`src/rtl/lfsr_arbiter.sv`:
```
// lfsr_arbiter: two-way round-robin owner of the 8-bit LFSR stream-cipher core.
// Grants the core to one requester per packet, loads its key/tap, paces its
// bytes into the core, routes the ciphered bytes back, waits for all results
// (or a timeout), then stops the core and hands it to the other channel.
module lfsr_arbiter #(
    parameter int SETTLE_CYCLES = 2,
    parameter int TIMEOUT       = 16
) (
    input  logic       clk,
    input  logic       reset,
    input  logic [1:0] req,
    input  logic [7:0] key0,
    input  logic [7:0] key1,
    input  logic [2:0] tap0,
    input  logic [2:0] tap1,
    input  logic [7:0] len0,
    input  logic [7:0] len1,
    input  logic [1:0] in_valid,
    input  logic [7:0] in_byte0,
    input  logic [7:0] in_byte1,
    output logic [1:0] in_ready,
    output logic [7:0] out_byte,
    output logic [1:0] out_valid,
    output logic [1:0] done,
    output logic       err,
    output logic [1:0] grant,
    output logic       busy,
    output logic [7:0] core_key,
    output logic [2:0] core_tap,
    output logic       core_start,
    output logic       core_stop,
    output logic [7:0] core_in_byte,
    output logic       core_in_en,
    input  logic [7:0] core_out_byte,
    input  logic       core_out_en
);

    typedef enum logic [2:0] {
        S_IDLE,
        S_LOAD,
        S_SETTLE,
        S_STREAM,
        S_DRAIN,
        S_STOP
    } state_e;

    // Settle counter holds 0..SETTLE_CYCLES-1; idle counter holds 0..TIMEOUT-1.
    localparam int SW = (SETTLE_CYCLES > 2) ? $clog2(SETTLE_CYCLES) : 1;
    localparam int TW = $clog2(TIMEOUT + 1);

    // ------------------------------------------------------------------
    // State and registered outputs
    // ------------------------------------------------------------------
    state_e          state_q,        state_d;
    logic [1:0]      grant_q,        grant_d;
    logic            last_q,         last_d;          // index of last served channel
    logic [8:0]      remaining_q,    remaining_d;     // bytes still to accept
    logic [8:0]      outstanding_q,  outstanding_d;   // bytes sent, result pending
    logic [SW-1:0]   settle_q,       settle_d;
    logic [TW-1:0]   idle_q,         idle_d;          // consecutive silent DRAIN cycles
    logic            timed_out_q,    timed_out_d;
    logic [7:0]      core_key_q,     core_key_d;
    logic [2:0]      core_tap_q,     core_tap_d;
    logic            core_start_q,   core_start_d;
    logic            core_stop_q,    core_stop_d;
    logic [7:0]      core_in_byte_q, core_in_byte_d;
    logic            core_in_en_q,   core_in_en_d;
    logic [1:0]      in_ready_q,     in_ready_d;
    logic [1:0]      done_q,         done_d;
    logic            err_q,          err_d;
    logic            busy_q,         busy_d;

    // ------------------------------------------------------------------
    // Per-cycle events
    // ------------------------------------------------------------------
    logic       hs;        // source byte accepted this cycle
    logic       ret;       // core result returned to the owning channel
    logic       pick;      // channel chosen in IDLE
    logic [7:0] src_byte;  // byte offered by the granted channel

    // Decode handshake, result return and the round-robin choice.
    always_comb begin
        hs       = |(in_ready_q & in_valid);
        ret      = core_out_en & (|grant_q);
        pick     = (req == 2'b11) ? ~last_q : req[1];
        src_byte = grant_q[1] ? in_byte1 : in_byte0;
    end

    // Next-state and next-output computation for the sequencer.
    always_comb begin
        // NOTE: every _d gets a default here so no path through the case infers a latch.
        state_d        = state_q;
        grant_d        = grant_q;
        last_d         = last_q;
        remaining_d    = remaining_q;
        outstanding_d  = outstanding_q;
        settle_d       = settle_q;
        idle_d         = idle_q;
        timed_out_d    = timed_out_q;
        core_key_d     = core_key_q;
        core_tap_d     = core_tap_q;
        core_start_d   = 1'b0;
        core_stop_d    = 1'b0;
        core_in_en_d   = hs;
        core_in_byte_d = hs ? src_byte : core_in_byte_q;
        done_d         = 2'b00;
        err_d          = 1'b0;

        // Outstanding tracks sent-minus-returned; simultaneous events cancel,
        // and a return with nothing outstanding is dropped.
        case ({hs, ret})
            2'b10:   outstanding_d = outstanding_q + 9'd1;
            2'b01:   outstanding_d = (outstanding_q != 9'd0) ? outstanding_q - 9'd1
                                                             : outstanding_q;
            default: outstanding_d = outstanding_q;
        endcase

        case (state_q)
            S_IDLE: begin
                outstanding_d = 9'd0;
                if (|req) begin
                    grant_d      = pick ? 2'b10 : 2'b01;
                    core_key_d   = pick ? key1 : key0;
                    core_tap_d   = pick ? tap1 : tap0;
                    remaining_d  = pick ? ((len1 == 8'd0) ? 9'd256 : {1'b0, len1})
                                        : ((len0 == 8'd0) ? 9'd256 : {1'b0, len0});
                    timed_out_d  = 1'b0;
                    core_start_d = 1'b1;
                    state_d      = S_LOAD;
                end
            end

            S_LOAD: begin
                if (SETTLE_CYCLES == 0) begin
                    state_d = S_STREAM;
                end else begin
                    settle_d = SW'(SETTLE_CYCLES - 1);
                    state_d  = S_SETTLE;
                end
            end

            S_SETTLE: begin
                if (settle_q == '0) begin
                    state_d = S_STREAM;
                end else begin
                    settle_d = settle_q - SW'(1);
                end
            end

            S_STREAM: begin
                remaining_d = remaining_q - {8'd0, hs};
                if (remaining_d == 9'd0) begin
                    idle_d  = '0;
                    state_d = S_DRAIN;
                end
            end

            S_DRAIN: begin
                if (outstanding_q == 9'd0) begin
                    state_d = S_STOP;
                end else if (ret) begin
                    idle_d = '0;
                end else if (idle_q == TW'(TIMEOUT - 1)) begin
                    timed_out_d = 1'b1;
                    state_d     = S_STOP;
                end else begin
                    idle_d = idle_q + TW'(1);
                end
                if (state_d == S_STOP) begin
                    core_stop_d = 1'b1;
                    done_d      = grant_q;
                    err_d       = timed_out_d;
                end
            end

            S_STOP: begin
                last_d  = grant_q[1];
                grant_d = 2'b00;
                state_d = S_IDLE;
            end

            default: state_d = S_IDLE;
        endcase

        // Ready is registered, so it already reflects the decrement above and
        // never admits a byte beyond the packet length.
        in_ready_d = ((state_d == S_STREAM) && (remaining_d != 9'd0)) ? grant_d : 2'b00;
        busy_d     = (state_d != S_IDLE);
    end

    // Register all state and outputs; synchronous active-low reset.
    always_ff @(posedge clk) begin
        if (!reset) begin
            state_q        <= S_IDLE;
            grant_q        <= 2'b00;
            last_q         <= 1'b1;
            remaining_q    <= 9'd0;
            outstanding_q  <= 9'd0;
            settle_q       <= '0;
            idle_q         <= '0;
            timed_out_q    <= 1'b0;
            core_key_q     <= 8'd0;
            core_tap_q     <= 3'd0;
            core_start_q   <= 1'b0;
            core_stop_q    <= 1'b0;
            core_in_byte_q <= 8'd0;
            core_in_en_q   <= 1'b0;
            in_ready_q     <= 2'b00;
            done_q         <= 2'b00;
            err_q          <= 1'b0;
            busy_q         <= 1'b0;
        end else begin
            // NOTE: non-blocking so every flop samples the pre-edge value of the others.
            state_q        <= state_d;
            grant_q        <= grant_d;
            last_q         <= last_d;
            remaining_q    <= remaining_d;
            outstanding_q  <= outstanding_d;
            settle_q       <= settle_d;
            idle_q         <= idle_d;
            timed_out_q    <= timed_out_d;
            core_key_q     <= core_key_d;
            core_tap_q     <= core_tap_d;
            core_start_q   <= core_start_d;
            core_stop_q    <= core_stop_d;
            core_in_byte_q <= core_in_byte_d;
            core_in_en_q   <= core_in_en_d;
            in_ready_q     <= in_ready_d;
            done_q         <= done_d;
            err_q          <= err_d;
            busy_q         <= busy_d;
        end
    end

    // ------------------------------------------------------------------
    // Outputs
    // ------------------------------------------------------------------
    assign in_ready     = in_ready_q;
    assign out_byte     = core_out_byte;
    assign out_valid    = {2{core_out_en}} & grant_q;
    assign done         = done_q;
    assign err          = err_q;
    assign grant        = grant_q;
    assign busy         = busy_q;
    assign core_key     = core_key_q;
    assign core_tap     = core_tap_q;
    assign core_start   = core_start_q;
    assign core_stop    = core_stop_q;
    assign core_in_byte = core_in_byte_q;
    assign core_in_en   = core_in_en_q;

endmodule

```
`config.mk`:
```
export PLATFORM = sky130hd
export DESIGN_NAME = lfsr_arbiter
export DESIGN_NICKNAME = d
export VERILOG_FILES = /design/src/rtl/lfsr_arbiter.sv
export SDC_FILE = /design/constraint.sdc
export NUM_CORES = 1
export LEC_CHECK = 0
export CAP_MARGIN = 30
export CORE_UTILIZATION = 65
export CTS_CLUSTER_DIAMETER = 50
export DETAILED_ROUTE_END_ITERATION = 6
export DONT_BUFFER_PORTS = 1
export GPL_ROUTABILITY_DRIVEN = 1
export GPL_TIMING_DRIVEN = 0
export PLACE_DENSITY = 0.81
export SYNTH_ARGS = -nofsm -noshare
export SYNTH_HDL_FRONTEND = slang
export SYNTH_SLANG_ARGS = --single-unit
```
`constraint.sdc`:
```
create_clock -name clk -period 5.65 [get_ports clk]
set_input_delay 0.8475 -clock clk [delete_from_list [all_inputs] [get_ports clk]]
set_output_delay 0.8475 -clock clk [all_outputs]
set_load 0.02 [all_outputs]
```
-- Word level (Yosys, flattened, before mapping)
Cells that the tools add are included.
- $add $sub $neg: 5
- bitwise gates (word level): 5
- eq/ne operators: 16
- mux-type cells: 36
- reduce and logical (&&, ||, !) cells: 25
- operators by type and width (cell ; count):
    2-to-1 mux 9 bit ; 5
    one-hot mux 9 bit (2 select lines) ; 2
    2-to-1 mux 3 bit ; 8
    2-to-1 mux 5 bit ; 4
    logical NOT 9 bit ; 2
    nonzero test 9 bit ; 2
    logical NOT 8 bit ; 2
    2-to-1 mux 8 bit ; 2
    one-hot mux 3 bit (5 select lines) ; 1
    AND reduction 2 bit ; 6
    one-hot mux 5 bit (2 select lines) ; 1
    adder 9 x 1 -> 9 bit (second input constant) ; 1
    == test 3 x 2 -> 1 bit (second input constant) ; 3
    == test 3 bit (second input constant) ; 3
    subtractor 9 x 1 -> 9 bit ; 1
    subtractor 9 x 1 -> 9 bit (second input constant) ; 1
    2-to-1 mux 1 bit ; 8
    != test 2 bit (second input constant) ; 4
    nonzero test 2 bit ; 4
    OR reduction 2 bit ; 4
    adder 5 x 1 -> 5 bit (second input constant) ; 1
    == test 5 x 4 -> 1 bit (second input constant) ; 1
    bitwise AND 2 bit ; 2
    == test 2 bit (second input constant) ; 2
    other kinds (14) ; 17
- logic and storage cells: 105
- flip-flop bits (word level): 59
- output and inout port bits: 40
- bits of input ports: 69

-- Logic depth before layout (Yosys ltp)
Gate-level depths: netlist of run 1.
- word-level depth: 9
- depth in mapped cells: 11
- mapped depth without buffers: 10

-- Worst setup path after synthesis of run 1
Ideal clock, no wire load.
- kind: in2reg
- start point: input in_valid[0]
- end point: register in_ready_q[0], in the netlist in_ready[0]
- stages on the path: 11
- buffers on the path: 2
- setup time: 125 ps
- setup slack: 2511 ps
- data required time: 5525 ps
- data arrival time: 3014 ps
- path through: a22o_1 -> clkbuf_1 -> buf_1 -> ha_1 -> ha_1 -> nand2b_1 -> nor4_1 -> a211oi_1 -> a311oi_1 -> nor4b_2 -> a21oi_1
- word-level cells in the longest chain between the ends: 9
- elaborated cells on any way between the ends: 11
- those cells by class: add/sub: 1; eq/ne: 1; mux: 3; bitwise: 1; reduce/logical: 5
- RTL lines (what ; RTL line ; text):
    start: declaration ; 18 ; input logic [1:0] in_valid,
    bitwise AND 2 bit (*) ; 83 ; hs = |(in_ready_q & in_valid);
    OR reduction 2 bit (*) ; 83 ;
    named net core_in_en_d ; 67 ; logic core_in_en_q, core_in_en_d;
    subtractor 9 x 1 -> 9 bit (*) ; 151 ; remaining_d = remaining_q - {8'd0, hs};
    logical NOT 9 bit ; 152 ; if (remaining_d == 9'd0) begin
    2-to-1 mux 3 bit ; 152 ;
    one-hot mux 3 bit (5 select lines) ; 118 ; case (state_q)
    == test 3 x 2 -> 1 bit ; 187 ; in_ready_d = ((state_d == S_STREAM) && (remaining_d != 9'd0)) ? grant_d : 2'b00;
    logical AND 1 bit (*) ; 187 ;
    AND reduction 2 bit (no line) (*) ; - ;
    end signal: assignment ; 228 ; in_ready_q <= in_ready_d;
    end: declaration ; 68 ; logic [1:0] in_ready_q, in_ready_d;
The timed path passes the listed nets; every way through them passes the cells marked *.
A chain may end at the register's enable or synchronous reset.

-- Worst setup path in the final report of run 1
- start point: register in_ready_q[0], in the netlist in_ready[0]
- end point: register in_ready_q[0], in the netlist in_ready[0]
- word-level cells in the longest chain between the ends: 9
- elaborated cells on any way between the ends: 11
- those cells by class: add/sub: 1; eq/ne: 1; mux: 3; bitwise: 1; reduce/logical: 5
- RTL lines (what ; RTL line):
    bitwise AND 2 bit (*) ; 83
    OR reduction 2 bit (*) ; 83
    named net core_in_en_d ; 67
    subtractor 9 x 1 -> 9 bit (*) ; 151
    logical NOT 9 bit ; 152
    2-to-1 mux 3 bit ; 152
    one-hot mux 3 bit (5 select lines) ; 118
    == test 3 x 2 -> 1 bit ; 187
    logical AND 1 bit (*) ; 187
    AND reduction 2 bit (no line) (*) ; -
Marked as above.

==> impl_metrics.json, run 1 <==
{
  "outcome": "finished, final reports clean",
  "antenna_found_initial": 0,
  "netlist-cell-type-count": 63,
  "core_area_um2": 5070,
  "instances_no_fill": 503,
  "crit_arrival_ns": 3.78,
  "fmax_ghz": 0.280,
  "cts_tree": "done",
  "r2r_end": "in_ready[0]$_SDFF_PN0_",
  "tightestPinTransition_ns": 0.992,
  "ys_seq_area_share_pct": 34.5,
  "wirelength_um": 8090,
  "htree_levels": 3,
  "whs_ns": 0.471,
  "hpwl_um": 5890,
  "ys_warn_count": 0,
  "die_w_um": 74.6,
  "cts_hold_buf": 0,
  "synthTopCellsByArea": "dfxtp_1 (35%), nand2_1 (7.0%), o211a_1 (5.8%), ha_1 (4.0%), nand3_1 (3.5%)",
  "finClkSkew_ns": 0.00795,
  "cp_common_cell": "ha_1",
  "areaGrowthSynthToFinish_pct": 8.19,
  "yosysTopAreaCellShare_pct": 34.5,
  "antennaDiodeCount": 0,
  "gr-total-overflow": 0,
  "p_comb_share_pct": 21.2,
  "path_delay_family": "compound AO/OA/AOI/OAI gates",
  "cp_max_fo": 10,
  "postCtsSetupBuffers": 0,
  "core.rowCount": 26,
  "maxCapViolations": 0,
  "async_flop_share_pct": 0,
  "synth_area_per_cell_um2": 8.21,
  "reg2reg_from": "in_ready[0]$_SDFF_PN0_",
  "synth-edff-count": 0,
  "initial_core_util_pct": 67.5,
  "ios": 109,
  "hold_path_depth": 2,
  "die_y_um": 74.6,
  "yosysTopAreaCell": "dfxtp_1",
  "drt.antenna.violating_nets": 0,
  "syn_area_um2": 3420,
  "die-area_um2": 5560,
  "crit_type": "flop to flop",
  "grt_max_degree": 12,
  "drtPass1Iterations": 5,
  "power_density_nw_per_um2": 300,
  "reg2reg_depth": 11,
  "root_buffer": "clkbuf_8",
  "setup_viol": 0,
  "clkTransAtPathRegs_ns": 0.07,
  "fin_setup_tns_ns": 0,
  "p_sw_share_pct": 33.0,
  "min_period_ns": 3.57,
  "grt_pass1_vias": 2666,
  "critPathRequiredTime_ns": 5.86,
  "clock_latency_ns": 0.34,
  "grt_setup_unrepaired": "no",
  "min_from": "timed_out_q$_SDFFE_PN0P_",
  "clock_sinks": 59,
  "min_path_type": "flop to flop",
  "p_clk_share_pct": 33.8,
  "final_nets": 509,
  "final_core_util_pct": 73.0,
  "yosys_register_bits": 59,
  "slowest_stage": "dfxtp_1",
  "wl_per_cell_um": 16.1,
  "worstPathCellList": "a22o_1 -> clkbuf_1 -> buf_1 -> ha_1 -> ha_1 -> nand2b_1 -> nor4_1 -> a211oi_1 -> a311oi_1 -> nor4b_2 -> a21oi_1",
  "p_int_uw": 746,
  "irDropWorstVdd_uv": 250,
  "cp-start-kind": "flop",
  "max_slew_margin_pct": 32.1,
  "layout-drive-gt1-share_pct": 8.55,
  "endpoint_kind": "flop",
  "synth_nets": 498,
  "vias": 3113,
  "power_leakage_uw": 0.00163,
  "synth_ff_type": "dfxtp_1",
  "drc": 0,
  "grtUsageTotal_pct": 30.5,
  "power.switching_uw": 367,
  "hold_viol_final": 0,
  "cp_num_buf_inv": 2,
  "min_period_over_period_pct": 63.2,
  "postCtsResizedCells": 0,
  "p_seq_share_pct": 44.9,
  "cts_buffers": 9,
  "dr.first_iter.drc_count": 200,
  "cts_buffer_depth": 2,
  "final-max-slew-violation-count": 0,
  "grt_pass1_wl_um": 12500,
  "rrSetupSlack_ns": 2.08,
  "dp_cells": 487,
  "place.gp.congestion": 0.917,
  "port_buffers": 0,
  "critical-path-max-stage-delay_ns": 0.46,
  "synth_cells": 417,
  "whs_endpoint": "timed_out_q$_SDFFE_PN0P_",
  "vias_per_cell": 6.19
}
-- how the worst max path moves through the flow --
stage                           startpoint                     end  slack (ns)  cells after the start
floorplan                      in_valid[0]  in_ready[0]$_SDFF_PN0_        2.51                     11
global placement               in_valid[0]  in_ready[0]$_SDFF_PN0_        1.93                     11
detailed placement             in_valid[0]  in_ready[0]$_SDFF_PN0_        1.87                     11
CTS                 in_ready[0]$_SDFF_PN0_  in_ready[0]$_SDFF_PN0_        2.19                     11
global route        in_ready[0]$_SDFF_PN0_  in_ready[0]$_SDFF_PN0_        1.81                     11
finish              in_ready[0]$_SDFF_PN0_  in_ready[0]$_SDFF_PN0_        2.08                     11
-- synth_stat cells, types with 2 or more instances --
library cell  number
nand2_1           64
dfxtp_1           59
nand3_1           24
a21oi_1           21
o211a_1           20
clkbuf_1          19
nor2_1            18
and2_1            17
inv_1             15
o21ai_0           13
ha_1              11
mux2i_1           11
nor3_1            10
nor2b_1            9
buf_4              8
and3_1             7
xnor2_1            7
a211oi_1           6
nor4_1             6
a21boi_0           5
o21a_1             5
o221ai_1           5
nand2b_1           4
nand4_1            3
o211ai_1           3
or3_1              3
a221o_1            2
buf_6              2
mux2_2             2
nor3b_1            2
nor4bb_1           2
o21ai_1            2
or2_2              2
-- power by group through the flow --
stage	combinational, uW	clock [uW]	sequential, uW
floorplan	188	0	502
CTS	234	379	500
global route	263	399	504
detailed placement	233	0	508
finish	236	377	500
global placement	227	0	508
-- layout by cell type, fill, tap and decap left out, types with 6 or more instances in the layout --
cell type,instances
nand2_1,64
dfxtp_1,59
nand3_1,24
a21oi_1,21
o211a_1,20
clkbuf_1,19
nor2_1,18
and2_1,17
inv_1,15
o21ai_0,13
mux2i_1,11
ha_1,11
nor3_1,10
nor2b_1,9
clkbuf_8,9
buf_4,8
and3_1,7
xnor2_1,7
a211oi_1,6
nor4_1,6
-- flip-flops by register name (all words and copies together), names as in the netlist, 2 cells and up --
name and flops:
core_key 8, state_q 3, core_in_byte 8, done 2, core_tap 3, idle_q 5, outstanding_q 9, remaining_q 9
grant 2, in_ready 2
-- final cells by class --
cell class	instances	area (um2)
clock inverters	7	68.8
flip-flops and latches	59	1180
multi-input cells	313	2030
fillers	401	1370
clock buffers	9	124
inverters	15	56.3
well taps	70	87.6
plain buffers	30	158
-- worst reg2reg max path, stage by stage (launching register included) --
cell and delay, ns:
dfxtp_1 0.46, a22o_1 0.24, clkbuf_1 0.35, buf_1 0.46
ha_1 0.26, ha_1 0.20, nand2b_1 0.12, nor4_1 0.38
a211oi_1 0.16, a311oi_1 0.37, nor4b_2 0.32, a21oi_1 0.13
-- metrics by stage --
stage / power [uW] / setup WS (ns) / instance area (um2)
after floorplan: 689 / 2.51 / 3420
after global placement: 735 / 1.93 / 3510
after detailed placement: 741 / 1.87 / 3510
after CTS: 1110 / 2.19 / 3700
after global routing: 1170 / 1.81 / 3700
final: 1110 / 2.08 / 3700
-- per-layer routing --
layer / up-vias / wire, um / track usage [%]
li1: 1519 / - / -
met1: 1427 / 3600 / 39.9
met2: 152 / 3670 / 46.6
met3: 15 / 711 / 9.62
met4: 0 / 115 / 12.2
met5: - / 0 / 0
-- kinds of logic (layout without fill, tap and decap cells) --
group	after synthesis	count (layout)	synth area share [%]
flops	59	59	34.5
simple gates	182	182	27.4
xor+xnor	8	8	2.05
mux	13	13	3.87
buf+inv	45	61	6.25
fa+ha+maj	12	12	4.61
compound gates	98	98	21.3
No activity file was read; power rests on OpenSTA's default activity.
==> inputs of run 2 (changes only) <==
Settings changed: CORE_UTILIZATION 65 to 64, PLACE_DENSITY 0.81 to 0.8.
Clock period 5.65 ns to 3.3 ns, I/O delays scaled along.
==> impl_metrics.json, run 2 (synthesis results as in run 1) <==
{
  "outcome": "finished, final reports clean",
  "crit_type": "flop to flop",
  "drt.antenna.violating_nets": 0,
  "path_delay_family": "compound AO/OA/AOI/OAI gates",
  "power_density_nw_per_um2": 540,
  "drt-met1-wl_um": 3610,
  "postCtsResizedCells": 2,
  "irDropWorstVdd_uv": 372,
  "die-area_um2": 5650,
  "grt_pass1_wl_um": 12500,
  "fin_ws_ns": 0.189,
  "root_buffer": "clkbuf_8",
  "maxCapViolations": 0,
  "grt_max_degree": 12,
  "cts_tree": "done",
  "grtUsageTotal_pct": 30.0,
  "cp_common_cell": "ha_1",
  "areaGrowthSynthToFinish_pct": 9.80,
  "final_core_util_pct": 73.1,
  "crit_arrival_ns": 3.34,
  "max_slew_margin_pct": 41.5,
  "setup_viol": 0,
  "critPathRequiredTime_ns": 3.53,
  "min_period_over_period_pct": 94.3,
  "clock_latency_ns": 0.35,
  "clkTransAtPathRegs_ns": 0.07,
  "cts_hold_buf": 0,
  "cts_buffer_depth": 2,
  "vias_per_cell": 6.13,
  "final_cell_mix": "nand2_1 (64), dfxtp_1 (58), nand3_1 (24)",
  "port_buffers": 0,
  "layout-drive-gt1-share_pct": 9.70,
  "final_common_cell": "nand2_1",
  "min_from": "in_byte0[1]",
  "clock_sinks": 59,
  "hold_viol_final": 0,
  "cp_max_fo": 10,
  "place_area_um2": 3510,
  "finClkSkew_ns": 0.00931,
  "fmax_ghz": 0.321,
  "core.rowCount": 26,
  "min_period_ns": 3.11,
  "antenna_found_initial": 0,
  "tightestPinTransition_ns": 0.855,
  "vias": 3082,
  "gr-total-overflow": 0,
  "grt_pass1_vias": 2639,
  "reg2reg_from": "in_ready[1]$_SDFF_PN0_",
  "drtPass1Iterations": 5,
  "crit_start": "in_ready[1]$_SDFF_PN0_",
  "htree_levels": 3,
  "cp_num_buf_inv": 2,
  "die_w_um": 75.1,
  "ios": 109,
  "postCtsSetupBuffers": 0,
  "antennaDiodeCount": 0,
  "endpoint_kind": "flop",
  "worstPathCellList": "a22o_1 -> clkbuf_2 -> buf_2 -> ha_1 -> ha_1 -> nand2b_1 -> nor4_2 -> a211oi_1 -> a311oi_1 -> nor4b_4 -> a21oi_1",
  "cp-start-kind": "flop",
  "final_area_um2": 3760,
  "regArea_um2": 1180,
  "cts_buffers": 9,
  "fillCellCount": 417,
  "final-max-slew-violation-count": 0,
  "preCtsSetupSlack_ns": -0.168,
  "slowest_stage": "dfxtp_1",
  "multi_input_area_um2": 2050,
  "core_area_um2": 5140,
  "dr.first_iter.drc_count": 193,
  "met2_length_um": 3740,
  "final_nets": 509,
  "die_y_um": 75.1,
  "initial_core_util_pct": 66.6,
  "reg_top3": "outstanding_q x9, remaining_q x9",
  "power_leakage_uw": 0.00166,
  "min_path_type": "primary input to flop",
  "grt_setup_unrepaired": "no",
  "critical-path-max-stage-delay_ns": 0.46,
  "drc": 0,
  "place.gp.congestion": 0.906,
  "hpwl_um": 5880,
  "wirelength_um": 8070,
  "wl_met3_um": 618,
  "p_total_uw": 2030,
  "whs_ns": 0.402,
  "highest_layer": "met4",
  "wl_per_cell_um": 16.0
}
## run 2: stage by stage
stage,instances,setup TNS (ns)
floorplan,417,0
global placement,487,-0.0567
detailed placement,487,-0.577
CTS,503,0
global route,503,0
finish,503,0
## run 2: report_power, final
| part | total, uW | switching, uW | internal [uW] |
|---|---|---|---|
| Clock | 761 | 316 | 445 |
| Combinational | 410 | 242 | 168 |
| Sequential | 857 | 89.6 | 768 |
## run 2: layer usage
| layer | global-route usage [%] | vias to the layer above |
|---|---|---|
| met4 | 8.85 | 0 |
| met1 | 39.6 | 1421 |
| met5 | 0 | - |
| li1 | - | 1524 |
| met3 | 10.6 | 13 |
| met2 | 46.4 | 124 |
## run 2: area by class of cell
class / instances / share of cell area (%)
Tap cell: 70 / 2.33
Clock inverter: 6 / 2.36
Buffer: 30 / 4.26
Clock buffer: 10 / 3.66
Multi-Input combinational cell: 313 / 54.4
Inverter: 15 / 1.50
Sequential cell: 59 / 31.5
## run 2: worst reg2reg max path, delay by kind of cell (launching register included)
family / cells / cell delay, ns
compound gates: 4 / 0.88
simple gates: 3 / 0.73
buf+inv: 2 / 0.50
flops: 1 / 0.46
fa+ha+maj: 2 / 0.42
## run 2: final timing paths
kind,endpoint,slack [ns],depth (start not counted)
max,in_ready[0]$_SDFF_PN0_,0.19,11
min,core_in_byte[1]$_SDFFE_PN0N_,0.40,3
max reg2reg,in_ready[0]$_SDFF_PN0_,0.19,11
min reg2reg,err$_SDFF_PN0_,0.47,1
==> inputs of run 3 (changes only) <==
Settings changed: CTS_CLUSTER_SIZE from default to 30.
==> results of run 3 <==
Final layout, timing and power as in run 2 (identical DEF).
